===== src/rtl/vend_credit_controller_if.sv =====
// rtl/vend_credit_controller_if.sv - coin/keypad front end and actuator signal bundle
interface vend_credit_controller_if #(
  parameter int N_PROD = 4,
  parameter int CW     = 8
);
  localparam int IW = (N_PROD > 1) ? $clog2(N_PROD) : 1;

  logic                 coin_valid;
  logic [CW-1:0]        coin_value;
  logic                 sel_valid;
  logic [IW-1:0]        sel_idx;
  logic [N_PROD*CW-1:0] price_table;
  logic                 buy_more;
  logic                 cancel;
  logic                 restock;

  logic                 dispense;
  logic [IW-1:0]        dispense_idx;
  logic                 change_valid;
  logic [CW-1:0]        change;
  logic                 insufficient;
  logic                 sold_out;
  logic                 coin_reject;
  logic [CW-1:0]        credit;
  logic [N_PROD-1:0]    stock_empty;
  logic                 busy;

  modport master (
    output coin_valid, coin_value, sel_valid, sel_idx, price_table,
           buy_more, cancel, restock,
    input  dispense, dispense_idx, change_valid, change, insufficient,
           sold_out, coin_reject, credit, stock_empty, busy
  );

  modport slave (
    input  coin_valid, coin_value, sel_valid, sel_idx, price_table,
           buy_more, cancel, restock,
    output dispense, dispense_idx, change_valid, change, insufficient,
           sold_out, coin_reject, credit, stock_empty, busy
  );
endinterface


===== src/rtl/vend_credit_controller.sv =====
// rtl/vend_credit_controller.sv - multi-purchase coin credit controller with price table and stock
module vend_credit_controller #(
  parameter int N_PROD     = 4,
  parameter int CW         = 8,
  parameter int MAX_CREDIT = 200,
  parameter int TIMEOUT    = 1000,
  parameter int STOCK_W    = 4,
  parameter int STOCK_INIT = 8
) (
  input logic clk,
  input logic reset,
  vend_credit_controller_if.slave bus
);
  localparam int IW = $clog2(N_PROD);
  localparam int TW = $clog2(TIMEOUT + 1);
  localparam logic [TW-1:0]      T_LAST  = TW'(TIMEOUT - 1);
  localparam logic [CW:0]        MAX_W   = (CW + 1)'(MAX_CREDIT);
  localparam logic [STOCK_W-1:0] S_INIT  = STOCK_W'(STOCK_INIT);
  localparam logic [N_PROD-1:0]  E_INIT  = {N_PROD{STOCK_INIT == 0}};

  typedef enum logic [2:0] {IDLE, CREDIT, CHECK, VEND, REFUND} state_t;

  state_t             state;
  logic [CW-1:0]      credit_q;
  logic [CW-1:0]      price_q;
  logic [IW-1:0]      idx_q;
  logic [TW-1:0]      timer;
  logic [STOCK_W-1:0] stock [N_PROD];

  logic               dispense_q, change_valid_q, insufficient_q, sold_out_q, coin_reject_q, busy_q;
  logic [IW-1:0]      dispense_idx_q;
  logic [CW-1:0]      change_q;
  logic [N_PROD-1:0]  stock_empty_q;

  logic [CW-1:0]      price [N_PROD];

  for (genvar i = 0; i < N_PROD; i++) begin : g_price
    assign price[i] = bus.price_table[i*CW +: CW];
  end

  // Credit arithmetic is one bit wider so an overflowing coin is seen, not wrapped.
  logic [CW:0]   coin_sum;
  logic          coin_fits, coin_ok_idle, sel_dead, chk_dead, chk_short;
  logic [CW-1:0] remain;

  assign coin_sum     = {1'b0, credit_q} + {1'b0, bus.coin_value};
  assign coin_fits    = coin_sum <= MAX_W;
  assign coin_ok_idle = (bus.coin_value != '0) && ({1'b0, bus.coin_value} <= MAX_W);
  assign sel_dead     = (price[bus.sel_idx] == '0) || (stock[bus.sel_idx] == '0);
  assign chk_dead     = (price[idx_q] == '0) || (stock[idx_q] == '0);
  assign chk_short    = credit_q < price[idx_q];
  assign remain       = credit_q - price_q;

  // Session FSM: all outputs are registered; pulse outputs default low every cycle.
  always_ff @(posedge clk or negedge reset) begin
    if (!reset) begin
      state          <= IDLE;
      credit_q       <= '0;
      price_q        <= '0;
      idx_q          <= '0;
      timer          <= '0;
      for (int i = 0; i < N_PROD; i++) stock[i] <= S_INIT;
      stock_empty_q  <= E_INIT;
      dispense_q     <= 1'b0;
      dispense_idx_q <= '0;
      change_valid_q <= 1'b0;
      change_q       <= '0;
      insufficient_q <= 1'b0;
      sold_out_q     <= 1'b0;
      coin_reject_q  <= 1'b0;
      busy_q         <= 1'b0;
    end else begin
      dispense_q     <= 1'b0;
      change_valid_q <= 1'b0;
      change_q       <= '0;
      insufficient_q <= 1'b0;
      sold_out_q     <= 1'b0;
      coin_reject_q  <= 1'b0;
      case (state)
        IDLE: begin
          if (bus.coin_valid) begin
            if (coin_ok_idle) begin
              credit_q <= bus.coin_value;
              timer    <= '0;
              state    <= CREDIT;
              busy_q   <= 1'b1;
            end else begin
              coin_reject_q <= 1'b1;
            end
          end
          if (bus.sel_valid) begin
            if (sel_dead) sold_out_q <= 1'b1;
            else          insufficient_q <= 1'b1;
          end
          if (bus.restock) begin
            for (int i = 0; i < N_PROD; i++) stock[i] <= S_INIT;
            stock_empty_q <= E_INIT;
          end
        end
        CREDIT: begin
          if (bus.coin_valid) begin
            if (coin_fits) credit_q <= coin_sum[CW-1:0];
            else           coin_reject_q <= 1'b1;
          end
          if (bus.cancel) begin
            timer <= '0;
            state <= REFUND;
          end else if (bus.sel_valid) begin
            idx_q <= bus.sel_idx;
            timer <= '0;
            state <= CHECK;
          end else if (bus.coin_valid) begin
            timer <= '0;
          end else if (timer == T_LAST) begin
            timer <= '0;
            state <= REFUND;
          end else begin
            timer <= timer + TW'(1);
          end
        end
        CHECK: begin
          coin_reject_q <= bus.coin_valid;
          price_q       <= price[idx_q];
          if (chk_dead) begin
            sold_out_q <= 1'b1;
            state      <= CREDIT;
          end else if (chk_short) begin
            insufficient_q <= 1'b1;
            state          <= CREDIT;
          end else begin
            state <= VEND;
          end
        end
        VEND: begin
          coin_reject_q         <= bus.coin_valid;
          dispense_q            <= 1'b1;
          dispense_idx_q        <= idx_q;
          credit_q              <= remain;
          stock[idx_q]          <= stock[idx_q] - STOCK_W'(1);
          stock_empty_q[idx_q]  <= (stock[idx_q] == STOCK_W'(1));
          if (remain == '0) begin
            state  <= IDLE;
            busy_q <= 1'b0;
          end else if (bus.buy_more) begin
            timer <= '0;
            state <= CREDIT;
          end else begin
            state <= REFUND;
          end
        end
        REFUND: begin
          coin_reject_q  <= bus.coin_valid;
          change_valid_q <= 1'b1;
          change_q       <= credit_q;
          credit_q       <= '0;
          state          <= IDLE;
          busy_q         <= 1'b0;
        end
        default: begin
          state  <= IDLE;
          busy_q <= 1'b0;
        end
      endcase
    end
  end

  assign bus.dispense     = dispense_q;
  assign bus.dispense_idx = dispense_idx_q;
  assign bus.change_valid = change_valid_q;
  assign bus.change       = change_q;
  assign bus.insufficient = insufficient_q;
  assign bus.sold_out     = sold_out_q;
  assign bus.coin_reject  = coin_reject_q;
  assign bus.credit       = credit_q;
  assign bus.stock_empty  = stock_empty_q;
  assign bus.busy         = busy_q;
endmodule


===== src/flat_wrapper.sv =====
// flat-port wrapper written by rule: the top's interface ports become plain ports
module vend_credit_controller_flat 
#(
  parameter int N_PROD     = 4,
  parameter int CW         = 8,
  parameter int MAX_CREDIT = 200,
  parameter int TIMEOUT    = 1000,
  parameter int STOCK_W    = 4,
  parameter int STOCK_INIT = 8
)
  (clk, reset, bus_coin_valid, bus_coin_value, bus_sel_valid, bus_sel_idx, bus_price_table, bus_buy_more, bus_cancel, bus_restock, bus_dispense, bus_dispense_idx, bus_change_valid, bus_change, bus_insufficient, bus_sold_out, bus_coin_reject, bus_credit, bus_stock_empty, bus_busy);
  vend_credit_controller_if #(.N_PROD(N_PROD), .CW(CW)) bus_i ();
  input logic clk;
  input logic reset;
  input wire logic [$bits(bus_i.coin_valid)-1:0] bus_coin_valid;
  input wire logic [$bits(bus_i.coin_value)-1:0] bus_coin_value;
  input wire logic [$bits(bus_i.sel_valid)-1:0] bus_sel_valid;
  input wire logic [$bits(bus_i.sel_idx)-1:0] bus_sel_idx;
  input wire logic [$bits(bus_i.price_table)-1:0] bus_price_table;
  input wire logic [$bits(bus_i.buy_more)-1:0] bus_buy_more;
  input wire logic [$bits(bus_i.cancel)-1:0] bus_cancel;
  input wire logic [$bits(bus_i.restock)-1:0] bus_restock;
  output wire logic [$bits(bus_i.dispense)-1:0] bus_dispense;
  output wire logic [$bits(bus_i.dispense_idx)-1:0] bus_dispense_idx;
  output wire logic [$bits(bus_i.change_valid)-1:0] bus_change_valid;
  output wire logic [$bits(bus_i.change)-1:0] bus_change;
  output wire logic [$bits(bus_i.insufficient)-1:0] bus_insufficient;
  output wire logic [$bits(bus_i.sold_out)-1:0] bus_sold_out;
  output wire logic [$bits(bus_i.coin_reject)-1:0] bus_coin_reject;
  output wire logic [$bits(bus_i.credit)-1:0] bus_credit;
  output wire logic [$bits(bus_i.stock_empty)-1:0] bus_stock_empty;
  output wire logic [$bits(bus_i.busy)-1:0] bus_busy;
  assign bus_i.coin_valid = bus_coin_valid;
  assign bus_i.coin_value = bus_coin_value;
  assign bus_i.sel_valid = bus_sel_valid;
  assign bus_i.sel_idx = bus_sel_idx;
  assign bus_i.price_table = bus_price_table;
  assign bus_i.buy_more = bus_buy_more;
  assign bus_i.cancel = bus_cancel;
  assign bus_i.restock = bus_restock;
  assign bus_dispense = bus_i.dispense;
  assign bus_dispense_idx = bus_i.dispense_idx;
  assign bus_change_valid = bus_i.change_valid;
  assign bus_change = bus_i.change;
  assign bus_insufficient = bus_i.insufficient;
  assign bus_sold_out = bus_i.sold_out;
  assign bus_coin_reject = bus_i.coin_reject;
  assign bus_credit = bus_i.credit;
  assign bus_stock_empty = bus_i.stock_empty;
  assign bus_busy = bus_i.busy;
  vend_credit_controller #(.N_PROD(N_PROD), .CW(CW), .MAX_CREDIT(MAX_CREDIT), .TIMEOUT(TIMEOUT), .STOCK_W(STOCK_W), .STOCK_INIT(STOCK_INIT)) u_core (.clk(clk), .reset(reset), .bus(bus_i));
endmodule

===== config.mk =====
export PLATFORM = sky130hd
export DESIGN_NAME = vend_credit_controller_flat
export DESIGN_NICKNAME = d
export VERILOG_FILES = /design/src/rtl/vend_credit_controller_if.sv /design/src/rtl/vend_credit_controller.sv /design/src/flat_wrapper.sv
export SDC_FILE = /design/constraint.sdc
export NUM_CORES = 1
export LEC_CHECK = 0
export ABC_CLOCK_PERIOD_IN_PS = 5000
export CAP_MARGIN = 20
export CORE_UTILIZATION = 59
export CTS_CLUSTER_DIAMETER = 50
export DETAILED_ROUTE_END_ITERATION = 10
export PLACE_DENSITY_LB_ADDON = 0.2
export SLEW_MARGIN = 20
export SYNTH_ARGS = -nofsm -noshare
export SYNTH_HDL_FRONTEND = slang
export SYNTH_SLANG_ARGS = --single-unit
export TNS_END_PERCENT = 50

===== constraint.sdc =====
create_clock -name clk -period 5 [get_ports clk]
set_clock_uncertainty 0.05 [all_clocks]
set_input_delay 1 -clock clk [delete_from_list [all_inputs] [get_ports clk]]
set_output_delay 1 -clock clk [all_outputs]
set_load 0.1 [all_outputs]

==> flow_summary.json, run 1 <==
{
  "status": "completed",
  "r2r_slack_ps": 1890,
  "ctsHoldBuffers": 0,
  "cts-root-buf": "clkbuf_8",
  "path_class": "primary input to flip-flop",
  "synthAdderAreaFrac": 0.0785,
  "r2r-end": "u_core.bus.stock_empty[2]$_DFFE_PN0P_",
  "cts_max_level": 3,
  "drt_iter0_drc": 245,
  "rsz0062_at_grt": "no",
  "synthFlopType": "dfrtp_1",
  "tightest_slew_ps": 972,
  "crit_path_end_kind": "flip-flop",
  "maxSlewViolCount": 0,
  "setup_tns_ps": 0,
  "reg2reg_depth": 6,
  "drt_pre_antenna_iters": 5,
  "globalRouteTotalUtil": 0.318,
  "drc_errors": 0,
  "post_drt_wl_per_cell_microns": 18.2,
  "cts_tree": "yes",
  "core_region_area_sq_um": 7690,
  "path_clk_slew_ps": 80,
  "vias": 4250,
  "numCtsBuffers": 9,
  "dp_hpwl_microns": 9350,
  "grt_pass1_wl_microns": 20500,
  "yosysMostFrequentCell": "dfrtp_1",
  "syn_avg_cell_area_sq_um": 9.24,
  "drv_cap": 0,
  "fin_ws_ps": 1520,
  "viasPerCell": 6.27,
  "yosys-top-cells-area": "dfrtp_1, ha_1, mux4_2",
  "synth_seq_cells": 67,
  "setup_viol": 0,
  "start_util": 0.606,
  "min_period_over_period": 0.697,
  "hold_class": "flip-flop to flip-flop",
  "synth_warnings": 0,
  "clk-insertion-delay-late_ps": 350,
  "yosys.area_share.simple": 0.197,
  "hold_start": "u_core.bus.dispense_idx[0]$_DFFE_PN0P_",
  "cp.required_ps": 5180,
  "die_area_sq_um": 8250,
  "final_net_count": 648,
  "grt_max_degree": 38,
  "yosysSeqAreaShare": 0.361,
  "synth_top_family_by_area": "simple AND/OR/NAND/NOR gates",
  "synthCells": 504,
  "syn_to_final_growth_pct": 21.4,
  "grt_pass1_vias": 4191,
  "nFillCells": 581,
  "min_period_ps": 3480,
  "arrival_ps": 3670,
  "synth-compound-area-share": 0.186,
  "synth_async_sr_flop_share": 1.00,
  "clock_sink_count": 67,
  "synth_commonest_cells": "dfrtp_1, nand2_1, o21ai_0",
  "post_cts_buffers": 0,
  "die_x_microns": 90.8,
  "pwr-share-seq": 0.244,
  "max_slew_margin": 0.350,
  "clockPowerShare": 0.114,
  "syn_area_sq_um": 4660,
  "cp-start-kind": "primary input",
  "ys_types": 71,
  "rows": 32,
  "whs_endpoint": "u_core.bus.dispense_idx[0]$_DFFE_PN0P_",
  "synth_edf_count": 0,
  "hold_violations": 0,
  "r2r_start": "u_core.state[0]$_DFFE_PN0P_",
  "clock.fmax_ghz": 0.287,
  "io_pins": 77,
  "synth_mux_area_frac": 0.110,
  "drive_gt1_frac": 0.108,
  "diodes": 0,
  "synth-xor-area-share": 0.0188,
  "antenna_found_initial": 0,
  "cts_buffer_depth": 2,
  "io_buffers": 76,
  "place_congestion": 0.927,
  "wl_microns": 12300,
  "switchingPower_mw": 2.17,
  "synth.largest_area_cell": "dfrtp_1",
  "place_ws_ps": 1200,
  "synth_top_area_frac": 0.339,
  "die_y_microns": 90.8,
  "path_max_fanout": 8,
  "combinationalPowerShare": 0.642,
  "synth_nets": 581,
  "irDropWorstVdd_mv": 0.375,
  "ctsResizeCount": 0,
  "power_leakage_nw": 2.45,
  "holdPathStages": 2,
  "drtAntennaViolNets": 0,
  "globalRoute.totalOverflow": 0,
  "internal-power_mw": 1.92,
  "power_density_nw_per_um2": 725,
  "power.share.switching": 0.530,
  "holdWs_ps": 435
}
[critical path, cell delays in order]
cell             delay [ps]
clkdlybuf4s50_1         530
ha_1                    230
fa_1                    220
nand3_1                 110
a21boi_1                280
mux2_2                  390
nand2_1                  80
a31oi_2                 130
o21ai_4                 360
mux2_4                  330
[placed cells by master, fill, tap and decap left out, types with 3 or more instances in the layout]
cell             instances
dfrtp_1                 63
and3_1                  12
dfstp_2                  4
mux2i_1                  8
nor4_1                  15
a31oi_1                  6
a21o_1                   9
o22ai_1                  3
nand2b_1                 6
o21ai_1                  5
xnor2_1                  8
nand3_1                 27
mux4_2                  13
clkdlybuf4s50_1         75
inv_1                   32
mux2_2                   7
nand2_1                 52
o21ai_0                 35
nand4_1                  3
nor2_1                  28
a211o_1                  3
mux2_4                   4
o31ai_1                  3
nor2b_1                  4
nor3_1                  21
ha_1                    26
a31o_1                   4
a21oi_1                 29
clkbuf_8                10
[final cells by class]
type                       instances  area [sq um]  share of cell area
multi-input combinational        382          2750               0.486
sequential                        67          1680               0.298
timing repair buffer              77           763               0.135
clock buffer                      11           141              0.0250
inverter                          34           128              0.0226
tap                              102           128              0.0226
clock inverter                     5          62.6              0.0111
[worst max path at each step]
| stage | from | slack, ps | cells past startpoint | to |
|---|---|---|---|---|
| final | bus_coin_value[0] | 1520 | 10 | u_core.bus.credit[3]$_DFFE_PN0P_ |
| after global routing | bus_coin_value[0] | 1410 | 10 | u_core.bus.credit[3]$_DFFE_PN0P_ |
| after CTS | bus_coin_value[0] | 1530 | 10 | u_core.bus.credit[3]$_DFFE_PN0P_ |
| after detailed placement | bus_coin_value[0] | 1200 | 10 | u_core.bus.credit[3]$_DFFE_PN0P_ |
| after global placement | bus_coin_value[0] | 1260 | 10 | u_core.bus.credit[3]$_DFFE_PN0P_ |
| after floorplan | u_core.bus.credit[0]$_DFFE_PN0P_ | 1800 | 11 | u_core.timer[8]$_DFFE_PN0P_ |
[stage by stage]
| stage | instances | total power, mW | instance area, sq um | util |
|---|---|---|---|---|
| 6_report | 678 | 4.10 | 5650 | 0.735 |
| 5_1_grt | 678 | 4.36 | 5650 | 0.735 |
| 4_1_cts | 678 | 4.07 | 5650 | 0.735 |
| 3_5_place_dp | 662 | 3.60 | 5450 | 0.709 |
| 3_3_place_gp | 662 | 3.55 | 5450 | 0.709 |
| 2_1_floorplan | 504 | 2.97 | 4660 | - |
[power by group through the flow]
stage | registers (mW) | clock network, mW | logic [mW]
after detailed placement | 0.999 | 0 | 2.60
after CTS | 0.991 | 0.469 | 2.61
after floorplan | 1.33 | 0 | 1.64
after global routing | 1.02 | 0.498 | 2.84
after global placement | 0.995 | 0 | 2.56
final | 0.999 | 0.467 | 2.63
[cells by family after synthesis]
| family | count (synthesis) |
|---|---|
| adder cells (fa/ha/maj) | 28 |
| AO/OA/AOI/OAI | 129 |
| buffers and inverters | 55 |
| AND/OR/NAND/NOR | 183 |
| flip-flops | 67 |
| multiplexers | 32 |
| XOR/XNOR | 10 |
[per-layer routing]
layer | wire, microns | track usage | vias to the layer above
li1 | - | - | 2001
met1 | 5320 | 0.409 | 2047
met2 | 5930 | 0.527 | 166
met3 | 712 | 0.0547 | 36
met4 | 384 | 0.139 | 0
met5 | 0 | 0 | -
[state kept, by name (all words and copies together) (netlist names)]
name and cells:
u_core.stock 16, u_core.timer 10, u_core.bus.change 8, u_core.bus.credit 8
u_core.price_q 8, u_core.bus.stock_empty 4, u_core.state 3, u_core.bus.dispense_idx 2
u_core.idx_q 2, u_core.bus.busy 1, u_core.bus.change_valid 1, u_core.bus.coin_reject 1
u_core.bus.dispense 1, u_core.bus.insufficient 1, u_core.bus.sold_out 1
(Power assumes the default switching activity.)
==> run 2, diff against run 1 <==
ABC_CLOCK_PERIOD_IN_PS = 3250   (was 5000)
CORE_UTILIZATION = 54   (was 59)
clock period = 3.25 ns   (was 5 ns; I/O delays follow)
==> run 2 against run 1 <==
Critical path type unchanged. Routed wire length rose by 2.5%. Non-clock buffer count rose by 17. Utilization fell by 4.5 points. First-iteration DRC count fell by 1.2%. Final cell count rose by 2.9%. Via count rose by 3.3%.
==> flow_summary.json, run 2 (synthesis results as in run 1) <==
{
  "cp_cell_sequence": "clkdlybuf4s50_1, ha_1, fa_1, nand3_1, a21boi_1, mux2_2, nand2_1, a31oi_2, o21ai_4, mux2_4",
  "largest_reg_flops": 16,
  "cp-startpoint": "bus_coin_value[0]",
  "ctsResizeCount": 0,
  "maxSlewViolCount": 0,
  "grt_max_degree": 68,
  "vias": 4391,
  "max_stage_delay_ps": 490,
  "die_x_microns": 94.9,
  "min_period_over_period": 0.938,
  "reg2reg_depth": 11,
  "r2r-end": "u_core.timer[5]$_DFFE_PN0P_",
  "grt_pass1_vias": 4264,
  "reg_top3": "u_core.stock (16), u_core.timer (10)",
  "final_cell_mix": "dfrtp_1, nand2_1, clkdlybuf4s50_1",
  "rows": 33,
  "antenna_found_initial": 0,
  "crit_path_end_kind": "flip-flop",
  "nFillCells": 676,
  "cp-start-kind": "primary input",
  "start_util": 0.561,
  "clock.fmax_ghz": 0.328,
  "arrival_ps": 3240,
  "drt_pre_antenna_iters": 5,
  "cts_tree": "yes",
  "viasPerCell": 6.29,
  "use_met1": 0.386,
  "min_period_ps": 3050,
  "slowest_stage": "clkdlybuf4s50_1",
  "crit_end": "u_core.bus.credit[3]$_DFFE_PN0P_",
  "ctsHoldBuffers": 0,
  "cts_max_level": 3,
  "max_slew_margin": 0.561,
  "drc_errors": 0,
  "dp_hpwl_microns": 9350,
  "use_met3": 0.0596,
  "utilization": 0.690,
  "diodes": 0,
  "die_y_microns": 94.9,
  "numCtsBuffers": 9,
  "drt_iter0_drc": 242,
  "holdWs_ps": 258,
  "final_net_count": 665,
  "clock_sink_count": 67,
  "hold_violations": 0,
  "path_max_fanout": 7,
  "cp.required_ps": 3440,
  "drive_gt1_frac": 0.182,
  "gr-usage-met2": 0.491,
  "grt_pass1_wl_microns": 20700,
  "top_register": "u_core.stock",
  "irDropWorstVdd_mv": 0.401,
  "power_leakage_nw": 2.59,
  "post_drt_wl_per_cell_microns": 18.1,
  "power_density_nw_per_um2": 1120,
  "grt-busiest-layer": "met2",
  "tightest_slew_ps": 659,
  "io_pins": 77,
  "hold_class": "primary input to async pin",
  "place_congestion": 0.904,
  "syn_to_final_growth_pct": 23.1,
  "core_region_area_sq_um": 8300,
  "globalRoute.totalOverflow": 0,
  "rsz0062_at_grt": "no",
  "cts-root-buf": "clkbuf_8",
  "clk-insertion-delay-late_ps": 350,
  "die_area_sq_um": 9000,
  "r2r_start": "u_core.bus.credit[0]$_DFFE_PN0P_",
  "drv_cap": 0,
  "io_buffers": 76,
  "post_cts_buffers": 0,
  "path_class": "primary input to flip-flop",
  "wl_microns": 12600,
  "status": "completed",
  "cts_buffer_depth": 2,
  "globalRouteTotalUtil": 0.301,
  "path_clk_slew_ps": 80,
  "drtAntennaViolNets": 0,
  "layout_commonest_cell": "dfrtp_1",
  "r2r_slack_ps": 230,
  "setup_viol": 0
}
[run 2: cell types whose count changed in the layout (fill, tap and decap cells not counted), sizes merged]
cell,previous run,this run
buf,2,47
clkbuf,11,10
clkdlybuf4s50,75,47
inv,35,36
[run 2: cell type report]
class	instances	area, sq um	area share
timing repair buffer	94	833	0.145
tap	105	131	0.0229
multi-input combinational	382	2750	0.479
clock inverter	6	71.3	0.0124
clock buffer	10	138	0.0240
inverter	34	128	0.0223
sequential	67	1680	0.293
[run 2: worst min path at each step]
stage,endpoint,depth (start not counted)
3_3_place_gp,u_core.bus.dispense_idx[0]$_DFFE_PN0P_,2
6_report,u_core.timer[6]$_DFFE_PN0P_,2
3_5_place_dp,u_core.bus.dispense_idx[0]$_DFFE_PN0P_,2
5_1_grt,u_core.timer[5]$_DFFE_PN0P_,2
4_1_cts,u_core.timer[5]$_DFFE_PN0P_,2
2_1_floorplan,u_core.bus.busy$_DFFE_PN0P_,0
[run 2: power by group]
group          switching, mW  internal, mW
combinational           2.70          1.55
sequential             0.349          1.10
clock                  0.355         0.382
[run 2: worst max-delay path: cells and delay by family]
family,cells,cell delay [ps]
AOI/OAI and AO/OA,3,730
and+or+nand+nor,2,200
buffers and inverters,1,490
muxes,2,730
adders and majority gates,2,430
[run 2: layer usage]
layer,up-vias,share of wire
li1,2025,-
met1,2129,0.42
met2,202,0.49
met3,35,0.068
met4,0,0.028
met5,-,0
[run 2: per-stage QoR]
stage / TNS (ps) / setup slack (ps) / cell area (sq um) / power, mW / std cells
after floorplan: 0 / 48.3 / 4660 / 4.57 / 504
after global placement: 0 / 12.5 / 5520 / 5.48 / 682
after detailed placement: -551 / -95.7 / 5520 / 5.61 / 682
after CTS: 0 / 252 / 5730 / 6.37 / 698
after global routing: 0 / 124 / 5730 / 6.84 / 698
final: 0 / 201 / 5730 / 6.43 / 698
==> run 3, diff against run 2 <==
SKIP_CTS_REPAIR_TIMING = 1   (was unset)
==> results of run 3 <==
Same layout as run 2: the final DEF is identical, and so are final timing and power.
